==> config.mk <==
export PLATFORM = sky130hd
export DESIGN_NAME = clk_div_prog
export DESIGN_NICKNAME = d
export VERILOG_FILES = /design/src/rtl/clk_div_prog.sv
export SDC_FILE = /design/constraint.sdc
export NUM_CORES = 1
export LEC_CHECK = 0
export ABC_AREA = 1
export CELL_PAD_IN_SITES_DETAIL_PLACEMENT = 1
export CELL_PAD_IN_SITES_GLOBAL_PLACEMENT = 1
export CORE_UTILIZATION = 25
export DETAILED_ROUTE_END_ITERATION = 8
export GPL_TIMING_DRIVEN = 0
export PLACE_DENSITY_LB_ADDON = 0.25
export RECOVER_POWER = 50
export SLEW_MARGIN = 20
export SYNTH_ARGS = -nofsm -noshare
export SYNTH_HDL_FRONTEND = slang
export SYNTH_SLANG_ARGS = --single-unit
==> constraint.sdc <==
create_clock -name clk -period 4.4 [get_ports clk]
set_input_delay 1.32 -clock clk [delete_from_list [all_inputs] [get_ports clk]]
set_output_delay 1.32 -clock clk [all_outputs]
set_load 0.005 [all_outputs]
==> src/rtl/clk_div_prog.sv <==
// clk_div_prog: multi-channel programmable clock divider with glitch-free divisor updates and stops
// Ports:
//   clk      - system clock, all logic on rising edge
//   rst      - asynchronous active-low reset
//   en       - global enable, ANDed with each ch_en bit
//   ch_en    - per-channel run request
//   cfg_wr   - one-cycle divisor write strobe
//   cfg_ch   - channel index for cfg_wr (out-of-range indices match no channel)
//   cfg_div  - new divisor (values below 2 are clamped to 2)
//   clk_out  - registered divided clock per channel
//   tick     - one-cycle pulse at the start of each output period
//   cfg_pend - divisor accepted, waiting for the next period boundary
//   running  - channel is in RUN or STOPPING
module clk_div_prog #(
    parameter int NUM_CH = 4,
    parameter int CNT_W = 8,
    parameter int DEF_DIV = 2,
    localparam int CH_W = (NUM_CH > 1) ? $clog2(NUM_CH) : 1
) (
    input  logic              clk,
    input  logic              rst,
    input  logic              en,
    input  logic [NUM_CH-1:0] ch_en,
    input  logic              cfg_wr,
    input  logic [CH_W-1:0]   cfg_ch,
    input  logic [CNT_W-1:0]  cfg_div,
    output logic [NUM_CH-1:0] clk_out,
    output logic [NUM_CH-1:0] tick,
    output logic [NUM_CH-1:0] cfg_pend,
    output logic [NUM_CH-1:0] running
);
    typedef enum logic [1:0] {IDLE, RUN, STOPPING} state_t;

    logic [CNT_W-1:0] wr_div;
    assign wr_div = (cfg_div < CNT_W'(2)) ? CNT_W'(2) : cfg_div;

    for (genvar i = 0; i < NUM_CH; i++) begin : g_ch
        state_t           state, state_nx;
        logic [CNT_W-1:0] cnt, cnt_nx, div_cur, div_nx, div_pend, div_pend_nx, half;
        logic             pend, pend_nx, clk_q, clk_nx, tick_q, tick_nx, go, wr, bnd;

        always_comb begin
            go          = en & ch_en[i];
            // an index beyond NUM_CH-1 never equals any i, so such writes are dropped
            wr          = cfg_wr && (32'(cfg_ch) == i);
            bnd         = (state != IDLE) && (cnt == div_cur - 1'b1);
            // go wins in RUN/STOPPING, so re-raising during STOPPING resumes without a break
            state_nx    = (state == IDLE) ? (go ? RUN : IDLE) :
                          go ? RUN : bnd ? ((state == RUN) ? STOPPING : IDLE) : state;
            cnt_nx      = (state == IDLE || bnd) ? '0 : cnt + 1'b1;
            // a write on the boundary edge bypasses div_pend and governs the new period
            div_nx      = (state == IDLE) ? (wr ? wr_div : div_cur) :
                          bnd ? (wr ? wr_div : pend ? div_pend : div_cur) : div_cur;
            div_pend_nx = wr ? wr_div : div_pend;
            pend_nx     = (state == IDLE || bnd) ? 1'b0 : (wr | pend);
            // ceil(D/2) without widening: D=2^CNT_W-1 gives 2^(CNT_W-1)
            half        = (div_nx >> 1) + CNT_W'(div_nx[0]);
            clk_nx      = (state_nx != IDLE) && (cnt_nx < half);
            tick_nx     = (state_nx != IDLE) && (cnt_nx == '0);
        end

        always_ff @(posedge clk or negedge rst) begin
            if (!rst) begin
                state    <= IDLE;
                cnt      <= '0;
                div_cur  <= CNT_W'(DEF_DIV);
                div_pend <= CNT_W'(DEF_DIV);
                pend     <= 1'b0;
                clk_q    <= 1'b0;
                tick_q   <= 1'b0;
            end else begin
                state    <= state_nx;
                cnt      <= cnt_nx;
                div_cur  <= div_nx;
                div_pend <= div_pend_nx;
                pend     <= pend_nx;
                clk_q    <= clk_nx;
                tick_q   <= tick_nx;
            end
        end

        assign clk_out[i]  = clk_q;
        assign tick[i]     = tick_q;
        assign cfg_pend[i] = pend;
        assign running[i]  = (state != IDLE);
    end
endmodule

==> impl_results.md <==
- RR Startpoint: g_ch[2].div_cur[1]
- R2r worst-path depth: 21
- Buffers on Ports: 33
- Number of vias per cell: about 4.6
- Clock tree root driver cell: clkbuf_16
- Hold Violations, Final: 0
- Final critical-path share of the clock period: between 90% and 100%
- Global-route wire length before repair: 46900 um
- CTS tree: built
- # rows: 68
- Clk sinks: ~120
- Power Total: just over 4 mW
- Final instance area: between 0.01 and 0.015 mm2
- Antenna diode count: 0
- DRC Markers: 0
- Asr flop ratio synth: 100%
- Synthesized area per cell: roughly 7 um2
- Peak VDD IR: between 200 and 300 uV
- Hold_buf cts: 0
- Clk_skew: 13.7 ps
- PD cells: 391 mW/mm2
- First-pass DRT Iterations: 4
- Htree depth: 4
- Crit path required time: 4750 ps
- Fin util: a little over 30%
- Worst EP arrival: between 4000 and 5000 ps
- CP Capture Type: flop
- Post-synthesis register bit count: 116
- Syn_nets: approximately 1400
- Synth Instances: around 1300
- Antenna viol nets, final: 0
- Fmax achieved: 246 MHz
- Iteration-0 DRC Markers: ~350
- Skew-Pair Late Insertion Delay: around 430 ps
- Seq/Total Area, Yosys: about 33%
- Gr usage total: between 10% and 20%
- Critical path endpoint: g_ch[2].clk_q
- GR Overflow Total: 0
- CP Launch Type: input pin
- Post-synth EDFFs: 0
- Largest net degree at the start of global routing: 75
- Initial antenna violation count: 0
- Filler cells: about 4400
- IO Pins: 34
- Slew Limit Fails: 43
- Clock slew at reported path FFs: around 70 ps
- Netlist cell types: between 40 and 50
- Synth Flop Type: dfrtp_1
- Vias in the first global route: around 8900
- CTS Buf Count: 17
- Initial Utilization: approximately 26%
- Max cap viols: 1
- Critical path startpoint: cfg_div[1]
- Core box area: roughly 0.035 mm2
- Register area: 0.00291 mm2
- DP Wirelength: approximately 22000 um
- Min Tclk post-route: about 4100 ps
- Multi-input gate area: 0.00515 mm2
- Vert. Die Dim: approximately 190 um
- Routed len/inst: roughly 15 um
- Failing checks: max-capacitance violations, max-slew violations
- Hold_ws: between 400 and 500 ps
- Layout cells sized above 1: about an eighth
- Slew HR: -75.6%
- Critical path type: in2reg
- Reg2Reg Setup Slack: 390 ps
- Nets: roughly 1400
- Reg-to-Reg End: g_ch[2].clk_q
- LEAKAGE: around 5.2 nW
- Worst-Margin Slew: 2630 ps
- Outcome: finished, violations left
- Chip width: approximately 190 um
- Full die area: between 0.03 and 0.04 mm2
- RD Place Congestion: 0.799
- Maximum root-to-sink buffer count: 2
- Area grow syn2layout: 18.2%
- Placed Area: a little under 0.01 mm2
- Yosys warnings: 0
- Mapped cell area: between 0.008 and 0.009 mm2
- Setup TNS: 0 ps
- Routed wire length: ~28000 um
- Peak fanout along the critical path: 4
- Via count: 8440
- # setup viols final: 0
- Worst min path class: reg2reg
-- cell families (layout without fill, tap and decap cells) --
| logic type | after synthesis | after routing | share of synthesized area [%] |
|---|---|---|---|
| and+or+nand+nor | 729 | 729 | 37.5 |
| buffers and inverters | 224 | 292 | 10.2 |
| AOI/OAI and AO/OA | 152 | 152 | 9.63 |
| DFF | 116 | 116 | 32.7 |
| adders and majority gates | 44 | 44 | 6.19 |
| xor gates and xnor gates | 38 | 38 | 3.82 |
-- routing by layer --
layer / GRT usage [%] / share of wire (%) / vias to the layer above
li1: - / - / 4252
met2: 26.8 / 47 / 79
met3: 2.10 / 2.7 / 27
met1: 22.5 / 49 / 4082
met4: 4.46 / 1.3 / 0
met5: 0 / 0 / -
-- power breakdown --
group / switching [mW] / internal [mW]
clock network: 0.599 / 0.837
logic: 0.838 / 0.483
registers: 0.148 / 1.21
total: 1.58 / 2.53
-- synthesized netlist by cell type (3+ instances only) --
| library cell | instances | area [um2] |
|---|---|---|
| nand2_1 | 362 | 1360 |
| inv_1 | 175 | 657 |
| nor2_1 | 165 | 619 |
| dfrtp_1 | 108 | 2700 |
| nand3_1 | 93 | 465 |
| o21ai_0 | 74 | 370 |
| a21oi_1 | 47 | 235 |
| ha_1 | 44 | 551 |
| xor2_1 | 29 | 254 |
| nor2_2 | 20 | 125 |
| nand4_1 | 19 | 119 |
| inv_2 | 18 | 67.6 |
| nand3_2 | 15 | 150 |
| buf_4 | 13 | 97.6 |
| clkbuf_1 | 11 | 41.3 |
| nor2_4 | 10 | 113 |
| nand2_2 | 9 | 56.3 |
| nor3_1 | 9 | 45.0 |
| dfstp_2 | 8 | 210 |
| xnor2_1 | 8 | 70.1 |
| nand3b_1 | 7 | 52.6 |
| o21a_1 | 7 | 52.6 |
| buf_2 | 6 | 30.0 |
| a211oi_1 | 5 | 37.5 |
| nand3_4 | 4 | 70.1 |
| a31oi_1 | 3 | 18.8 |
| nand2_4 | 3 | 33.8 |
| or2_1 | 3 | 18.8 |
-- worst min path at each step --
stage,startpoint,to,cells after the start
floorplan,g_ch[0].div_pend[7],g_ch[0].div_pend[7],2
global placement,g_ch[0].div_pend[7],g_ch[0].div_pend[7],2
detailed placement,g_ch[3].div_pend[0],g_ch[3].div_pend[0],2
CTS,g_ch[0].div_pend[7],g_ch[0].div_pend[7],2
global route,g_ch[1].div_pend[7],g_ch[1].div_pend[7],2
finish,g_ch[0].div_pend[7],g_ch[0].div_pend[7],2
-- metrics by stage --
step                cells  setup slack (ps)
floorplan            1303               395
global placement     1791             -3230
detailed placement   1792              -911
CTS                  1825              7.18
global route         1826            -0.629
finish               1826               335
-- state kept, by name (all words and copies together) (netlist names) --
register	count
g_ch.cnt	32
g_ch.clk_q	4
g_ch.tick_q	4
g_ch.div_pend	32
g_ch.state	8
g_ch.div_cur	32
g_ch.pend	4
-- placed cells by master (no fill, tap or decap), types with 18 or more instances in the layout --
master,count
xor2_1,29
a21oi_1,47
nor2_2,19
o21ai_0,74
inv_1,172
nor2_1,166
nand4_1,19
dfrtp_1,108
nand2_1,363
nand3_1,92
clkdlybuf4s50_1,23
buf_4,18
inv_2,20
ha_1,38
-- worst max-delay path: stages --
cell,delay [ps]
clkdlybuf4s50_1,480
inv_1,80
nand2_1,50
nor2_1,130
inv_1,60
nand2_1,180
nor2_1,70
inv_1,100
o21ai_0,100
a221o_1,390
ha_2,220
ha_2,210
nand2_1,80
nor2_1,50
xor2_1,160
ha_1,180
a21oi_1,150
nor2_1,70
a211oi_2,150
nand2_1,80
a21oi_1,110
-- what timing repair did --
item,in CTS,in global routing
resized for setup,18,26
buffers inserted,2,4
pin swaps,2,5
endpoints found under the setup margin,4,4
-- area by class of cell --
cell class / count / area share [%]
Buffer: 27 / 1.77
Sequential cell: 116 / 27.7
Clock inverter: 15 / 1.49
Timing Repair Buffer: 40 / 3.70
Clock buffer: 17 / 4.04
Inverter: 193 / 6.92
Multi-Input combinational cell: 963 / 49.0
Tap cell: 455 / 5.41
(Power assumes the default switching activity.)
